--- config.mk ---
export PLATFORM = sky130hd
export DESIGN_NAME = coords_reader
export DESIGN_NICKNAME = d
export VERILOG_FILES = /design/src/rtl/coords_reader.sv
export SDC_FILE = /design/constraint.sdc
export NUM_CORES = 1
export LEC_CHECK = 0
export ABC_AREA = 1
export CAP_MARGIN = 30
export CORE_ASPECT_RATIO = 1.1
export CORE_MARGIN = 2
export CORE_UTILIZATION = 50
export DETAILED_ROUTE_END_ITERATION = 8
export GPL_TIMING_DRIVEN = 0
export PLACE_DENSITY = 0.79
export SYNTH_ARGS = -nofsm -noshare
export SYNTH_HDL_FRONTEND = slang
export SYNTH_SLANG_ARGS = --single-unit
--- constraint.sdc ---
create_clock -name clk -period 5.3 [get_ports clk]
set_input_delay 1.325 -clock clk [delete_from_list [all_inputs] [get_ports clk]]
set_output_delay 1.325 -clock clk [all_outputs]
set_load 0.02 [all_outputs]
--- src/rtl/coords_reader.sv ---
// Walks the coordinates ROM from address 0, hides its read latency and
// streams each nonzero entry with its index until the zero end marker.
module coords_reader #(
    parameter int ADDR_W   = 4,
    parameter int DATA_W   = 36,
    parameter int READ_LAT = 1
) (
    input  logic              clk,
    input  logic              reset,
    input  logic              start,
    output logic              busy,
    output logic              done,
    output logic [ADDR_W:0]   entry_count,
    output logic [ADDR_W-1:0] rom_ad,
    output logic              rom_ce,
    output logic              rom_oce,
    output logic              rom_reset,
    input  logic [DATA_W-1:0] rom_dout,
    output logic              m_valid,
    input  logic              m_ready,
    output logic [DATA_W-1:0] m_data,
    output logic [ADDR_W-1:0] m_index
);

    localparam int DEPTH = READ_LAT + 1;
    localparam int PW    = $clog2(DEPTH);
    localparam int CW    = $clog2(DEPTH + 1);
    localparam int LI    = READ_LAT - 1;
    localparam logic [ADDR_W:0] LAST = {1'b0, {ADDR_W{1'b1}}};

    typedef enum logic [1:0] {IDLE, FETCH, DRAIN} state_t;

    state_t state, state_nx;

    logic [ADDR_W:0]   ptr;
    logic [ADDR_W:0]   count;
    logic              pipe_v [READ_LAT];
    logic [ADDR_W-1:0] pipe_a [READ_LAT];
    logic [DATA_W-1:0] fifo_d [DEPTH];
    logic [ADDR_W-1:0] fifo_a [DEPTH];
    logic [PW-1:0]     wr_ptr, rd_ptr;
    logic [CW-1:0]     fifo_cnt;

    logic ret_v, ret_zero, push, pop, stop, drained;
    int   inflight, claims;

    function automatic logic [PW-1:0] wrap_inc(input logic [PW-1:0] p);
        return (p == PW'(DEPTH - 1)) ? '0 : p + PW'(1);
    endfunction

    assign rom_oce   = 1'b1;
    assign rom_reset = reset;
    assign busy      = (state != IDLE);
    assign m_valid   = (fifo_cnt != '0);
    assign m_data    = m_valid ? fifo_d[rd_ptr] : '0;
    assign m_index   = m_valid ? fifo_a[rd_ptr] : '0;
    assign rom_ad    = (state == FETCH) ? ptr[ADDR_W-1:0] : '0;

    // Returns only count while still fetching; later ones are speculative.
    assign ret_v    = pipe_v[LI] && (state == FETCH);
    assign ret_zero = (rom_dout == '0);
    assign push     = ret_v && !ret_zero;
    assign pop      = m_valid && m_ready;
    assign stop     = ret_v && (ret_zero || pipe_a[LI] == LAST[ADDR_W-1:0]);
    assign drained  = (state == DRAIN) && (fifo_cnt == '0);

    // Reserve a FIFO slot for every read before issuing it.
    always_comb begin
        inflight = 0;
        for (int i = 0; i < READ_LAT; i++) begin
            inflight = inflight + int'(pipe_v[i]);
        end
        claims = int'(fifo_cnt) - int'(pop) + inflight;
    end

    always_comb begin
        state_nx = state;
        rom_ce   = 1'b0;
        unique case (state)
            IDLE: begin
                if (start) begin
                    rom_ce   = 1'b1;
                    state_nx = FETCH;
                end
            end
            FETCH: begin
                rom_ce = (ptr <= LAST) && !stop && (claims < DEPTH);
                if (stop) state_nx = DRAIN;
            end
            DRAIN: begin
                if (fifo_cnt == '0) state_nx = IDLE;
            end
            default: state_nx = IDLE;
        endcase
    end

    always_ff @(posedge clk) begin
        if (reset) begin
            state       <= IDLE;
            ptr         <= '0;
            count       <= '0;
            entry_count <= '0;
            done        <= 1'b0;
            wr_ptr      <= '0;
            rd_ptr      <= '0;
            fifo_cnt    <= '0;
            for (int i = 0; i < READ_LAT; i++) begin
                pipe_v[i] <= 1'b0;
            end
        end else begin
            state <= state_nx;
            done  <= drained;
            if (rom_ce) begin
                ptr <= (state == IDLE) ? (ADDR_W+1)'(1) : ptr + 1'b1;
            end
            if (state == IDLE && start) count <= '0;
            else if (pop)               count <= count + 1'b1;
            if (drained) entry_count <= count;
            // Stale reads left over from the last walk die in IDLE.
            pipe_v[0] <= rom_ce;
            pipe_a[0] <= rom_ad;
            for (int i = 1; i < READ_LAT; i++) begin
                pipe_v[i] <= (state == IDLE) ? 1'b0 : pipe_v[i-1];
                pipe_a[i] <= pipe_a[i-1];
            end
            if (push) begin
                fifo_d[wr_ptr] <= rom_dout;
                fifo_a[wr_ptr] <= pipe_a[LI];
                wr_ptr         <= wrap_inc(wr_ptr);
            end
            if (pop) rd_ptr <= wrap_inc(rd_ptr);
            if (push && !pop)      fifo_cnt <= fifo_cnt + CW'(1);
            else if (pop && !push) fifo_cnt <= fifo_cnt - CW'(1);
        end
    end

endmodule

# Word-level counts from Yosys, hierarchy flattened
# Memories as Yosys holds them, arrays and structs flattened. A register that Yosys moved wholly into a read port is not among the register bits.
# Index checks and enable logic that the tools add are counted.
word_totals:
  ff_bits: 22
  mem_bits_rw: 85
  n_memories: 4
mem_list:
  columns: ["name", "depth", "word_bits", "rd", "rd_ports_with_merged_regs", "wr", "line_no", "source"]
  rows:
  - ["fifo_d", 2, 36, 1, 1, 1, "39", "logic [DATA_W-1:0] fifo_d [DEPTH];"]
  - ["fifo_a", 2, 4, 1, 1, 1, "40", "logic [ADDR_W-1:0] fifo_a [DEPTH];"]
  - ["pipe_a", 1, 4, 1, 0, 1, "38", "logic [ADDR_W-1:0] pipe_a [READ_LAT];"]
  - ["pipe_v", 1, 1, 1, 0, 1, "37", "logic pipe_v [READ_LAT];"]
classes:
  add_sub_neg: 8
  order_cmp: 2
  eq_ne: 6
  n_mux: 26
  reduce_logical: 24
ops:
  columns: ["operator", "count"]
  rows:
  - ["$logic_not 36->1", 1]
  - ["$mux 36", 1]
  - ["$mux 1", 15]
  - ["$add 5x1->5 const B", 2]
  - ["$logic_and 1x1->1", 10]
  - ["$mux 2", 5]
  - ["$mux 4", 2]
  - ["$pmux 2 s3", 1]
  - ["$reduce_bool 2->1", 3]
  - ["$le 5x4->1 const B", 1]
  - ["$mux 5", 1]
  - ["$add 3x2->4", 1]
  - ["$eq 4x4->1 const B", 1]
  - ["$logic_not 1->1", 4]
  - ["$logic_not 2->1", 2]
  - ["$lt 4x3->1 const B", 1]
  - ["$ne 2x2->1 const B", 2]
  - ["$reduce_and 3->1", 1]
  - ["$sub 2x1->3", 1]
  - ["$add 1x1->1 const B", 2]
  - ["$add 2x1->2 const B", 1]
  - ["$eq 2x1->1 const B", 1]
  - ["$eq 2x2->1 const B", 1]
  - ["$ne 2x1->1 const B", 1]
  - ["other kinds (5)", 5]

# Logic depth before layout (Yosys ltp)
# Gate-level depths: netlist of the first run.
# An unclocked memory read counts as a cell.
depth:
  word_depth: 9
  mapped_depth: 14
  mapped_depth_nobuf: 14

# Worst setup path after synthesis of the first run
# OpenSTA, ideal clock, no wires.
synth_path:
  path_kind: "input port to flip-flop"
  start: "input port rom_dout[33]"
  end: "memory fifo_a[1][0] (enable)"
  setup_ns: 0.487
  t_arrival_ns: 4.413
  required_ns: 4.813
  setup_slack_ns: 0.400
  path_stages: 5
  cell_sequence: "nor2_1 nor3b_2 nand2_1 o21ai_1 nor3_1"
synth_between:
  elab_chain_cells: 6
synth_rtl:
  columns: ["element", "line_no", "source"]
  rows:
  - ["start, declared", "18", "input logic [DATA_W-1:0] rom_dout,"]
  - ["$logic_not 36->1", "61", "assign ret_zero = (rom_dout == '0);"]
  - ["$logic_not 1->1", "62", "assign push = ret_v && !ret_zero;"]
  - ["$logic_and 1x1->1", "62", null]
  - ["$mux 1", "126", "if (push) begin"]
  - ["$mux 1", "98", "if (reset) begin"]
  - ["$mux 1 (implied by the code)", "128", "fifo_a[wr_ptr] <= pipe_a[LI];"]
  - ["end, declared", "40", null]
# No other way between the ends.

# Worst setup path after layout of the first run
layout_path:
  start: "input port m_ready"
  end: "output port rom_ce"
layout_between:
  elab_chain_cells: 6
layout_rtl:
  columns: ["element", "line_no", "source"]
  rows:
  - ["start, declared", "20", "input logic m_ready,"]
  - ["$logic_and 1x1->1", "63", "assign pop = m_valid && m_ready;"]
  - ["$sub 2x1->3", "73", "claims = int'(fifo_cnt) - int'(pop) + inflight;"]
  - ["$add 3x2->4", "73", null]
  - ["$lt 4x3->1", "87", "rom_ce = (ptr <= LAST) && !stop && (claims < DEPTH);"]
  - ["$logic_and 1x1->1", "87", null]
  - ["$pmux 1 s2", "79", "unique case (state)"]
  - ["end, declared", "15", "output logic rom_ce,"]
# No other way between the ends.

==> results.py, run 1 <==
metrics = {
    "run_status": {
        "status": "finished, final reports clean",
    },
    "setup_path": {
        "cp_max_fo": 9,
        "crit_required_ns": 3.97,
        "cp-end-kind": "output port",
        "startpoint_type": "primary input",
        "worstPathArrival_ns": 3.58,
        "path_class": "primary input to output port",
    },
    "floorplan": {
        "initial_core_util_pct": 51.7,
        "num_io_pins": 95,
        "dieArea_sq_mm": 0.00950,
        "rows": 35,
        "chipWidth_um": 93.1,
        "die_h_um": 102,
        "core_sq_mm": 0.00845,
    },
    "synth": {
        "async_flop_share_pct": 0,
        "yosysWarnings": 0,
        "synth_commonest_cells": "106 x nand2_1, 84 x edfxtp_1, 60 x a21oi_1",
        "netlist.area_leader.share_pct": 57.8,
        "netlist-cell-type-count": 26,
        "synth_edf_count": 84,
        "synth_top_flop_cell": "edfxtp_1",
        "syn-instance-count": 408,
        "seq_area_frac_synth_pct": 68.8,
        "syn_nets": 453,
        "synth.area.top_cells": "edfxtp_1 58%, dfxtp_1 11%, nand2_1 9.1%",
        "avgSynthCellArea_sq_um": 10.7,
        "yosysTopAreaCell": "edfxtp_1",
        "synth_area_sq_mm": 0.00437,
        "synth.most_common_cell": "nand2_1",
        "synth_seq_cells": 108,
    },
    "cts": {
        "cts-resized-gates": 0,
        "ctsHtreeMaxLevel": 3,
        "cts_tree": "built",
        "worstSkewPairLatency_ns": 0.37,
        "clkTransAtPathRegs_ns": 0.11,
        "clock-sinks": 108,
        "post-cts-setup-buffers": 0,
        "numCtsBuffers": 9,
        "cts_buffer_depth": 2,
        "cts.root.buffer_cell": "clkbuf_8",
        "cts_hold_buf": 0,
    },
    "drt": {
        "drt_iter0_drc": 190,
        "postRouteAntennaNets": 0,
        "drc_errors": 0,
        "wirelength_um": 8980,
        "num_vias": 3198,
        "via_per_inst": 5.06,
        "wl_per_cell_um": 14.2,
        "firstDrtPassIters": 4,
    },
    "pwr": {
        "comb_power_share_pct": 25.5,
        "internal_power_uw": 1310,
        "p_leak_uw": 0.00203,
        "seqPwrFrac_pct": 49.4,
        "peakVddDrop_v": 0.000158,
        "total_power_uw": 1910,
        "power_density_mw_per_mm2": 335,
        "power_switching_uw": 598,
        "p_sw_share_pct": 31.3,
        "clock_power_share_pct": 25.1,
    },
    "finish": {
        "utilization_pct": 67.5,
        "fillCellCount": 620,
        "nets": 561,
        "areaGrowthSynthToFinish_pct": 30.7,
        "register_area_sq_mm": 0.00300,
        "multi_input_area_sq_mm": 0.00120,
        "drive_gt1_share_pct": 7.68,
        "antenna_cells": 0,
    },
    "timing": {
        "fin_skew_ns": 0.00895,
        "slew_headroom_pct": 50.3,
        "max_freq_mhz": 204,
        "hold_violations": 0,
        "period_needed_ns": 4.90,
        "setup_viol": 0,
        "rsz0062_at_grt": "no",
        "slew_violations": 0,
        "fin_crit_sh_pct": 92.5,
        "worst_slew_pin_slew_ns": 0.744,
    },
    "place": {
        "hpwl_um": 6400,
        "globalplace.congestion": 0.836,
        "io_buffers": 92,
    },
    "global_routing": {
        "antenna_found_initial": 0,
        "gr-total-overflow": 0,
        "grt_usage_pct": 19.6,
        "grt_pass1_wl_um": 14200,
        "grt_max_degree": 24,
        "grt_pass1_vias": 3145,
    },
    "job": {
        "maxCapViolCount": 0,
    },
    "min_path": {
        "min_path_type": "flip-flop to flip-flop",
    },
}
## worst paths after layout
path | endpoint | slack (ns) | startpoint | cells past startpoint
setup / recovery | rom_ce | 0.40 | m_ready | 12
hold reg to reg | flip-flop | 0.47 | rd_ptr | 1
hold / removal | flip-flop | 0.47 | rd_ptr | 1
setup reg to reg | fifo_d[0][21] | 3.06 | state[0] | 9
## per-stage QoR
| step | cells | cell area, sq um | hold WS [ns] | setup slack, ns | TNS (ns) |
|---|---|---|---|---|---|
| floorplan | 408 | 4370 | 0.425 | 0.400 | 0 |
| global placement | 611 | 5430 | 0.437 | -1.60 | -67.36 |
| detailed placement | 616 | 5510 | 0.459 | 0.396 | 0 |
| CTS | 632 | 5710 | 0.471 | 0.379 | 0 |
| global route | 632 | 5710 | 0.497 | 0.242 | 0 |
| finish | 632 | 5710 | 0.472 | 0.397 | 0 |
## final cells by class
cell class / count / share of cell area (%)
buffer: 17 / 1.27
clock buffer: 9 / 2.17
clock inverter: 7 / 1.18
inverter: 27 / 1.78
multi-input combinational: 256 / 21.1
sequential: 108 / 52.6
tap: 111 / 2.43
timing repair buffer: 97 / 17.5
## cells by family (layout without fill, tap and decap cells)
group	count (synthesis)	count (layout)	synth area share, %
AOI/OAI and AO/OA	77	77	8.97
adders and majority gates	5	5	1.61
buffers and inverters	44	157	3.98
DFF	108	108	68.8
and+or+nand+nor	172	172	16.4
other	1	1	0.0859
xor gates and xnor gates	1	1	0.201
## registers in the layout, summed over array words and instances (netlist names), named ones only
signal       flops
rd_ptr           1
state            2
pipe_v           1
done             1
ptr              5
count            5
entry_count      5
fifo_a           8
pipe_a           4
wr_ptr           1
fifo_cnt         2
fifo_d          72
## power by group through the flow
stage | registers, uW | clock network [uW] | logic [uW]
after floorplan | 961 | 0 | 260
after global placement | 963 | 0 | 478
after detailed placement | 963 | 0 | 488
after CTS | 944 | 485 | 491
after global routing | 947 | 517 | 533
final | 944 | 480 | 488
## worst max-delay path: stages
cell and delay (ns):
clkdlybuf4s50_1 0.44, nand2_2 0.15, inv_2 0.08, nand2_1 0.08
o21ai_0 0.09, nand2_1 0.08, fa_1 0.16, inv_1 0.04
nor2_1 0.25, nand3_4 0.16, nand2_1 0.11, clkdlybuf4s50_1 0.61
## placed cells by master (no fill, tap or decap), types with 2 or more instances in the layout
cell	count
ha_1	4
nor2_2	3
a21oi_1	60
nand3_1	6
clkbuf_1	14
o21ai_0	15
nor2_1	43
nand4_1	4
clkbuf_8	9
inv_2	4
dfxtp_1	24
edfxtp_1	84
inv_8	3
buf_6	3
nand2_2	3
buf_4	2
nor2_4	2
nand2_1	106
inv_1	23
clkdlybuf4s50_1	92
clkinv_4	2
## layer usage
layer	GRT usage [%]	share of wire, %	up-vias
li1	-	-	1590
met1	23.8	42	1488
met2	33.6	50	106
met3	5.60	6.5	14
met4	7.69	1.8	0
met5	0	0	-
Note: power is estimated with default switching activity, not from simulation.
==> run 2, diff against run 1 <==
--- a/config.mk
+++ b/config.mk
@@ -12,6 +12,7 @@
 export CORE_UTILIZATION = 50
 export DETAILED_ROUTE_END_ITERATION = 8
 export GPL_TIMING_DRIVEN = 0
+export HOLD_SLACK_MARGIN = 0.03
 export PLACE_DENSITY = 0.79
 export SYNTH_ARGS = -nofsm -noshare
 export SYNTH_HDL_FRONTEND = slang
==> results of run 2 <==
Same layout as run 1: the final DEF is identical, and so are final timing and power.
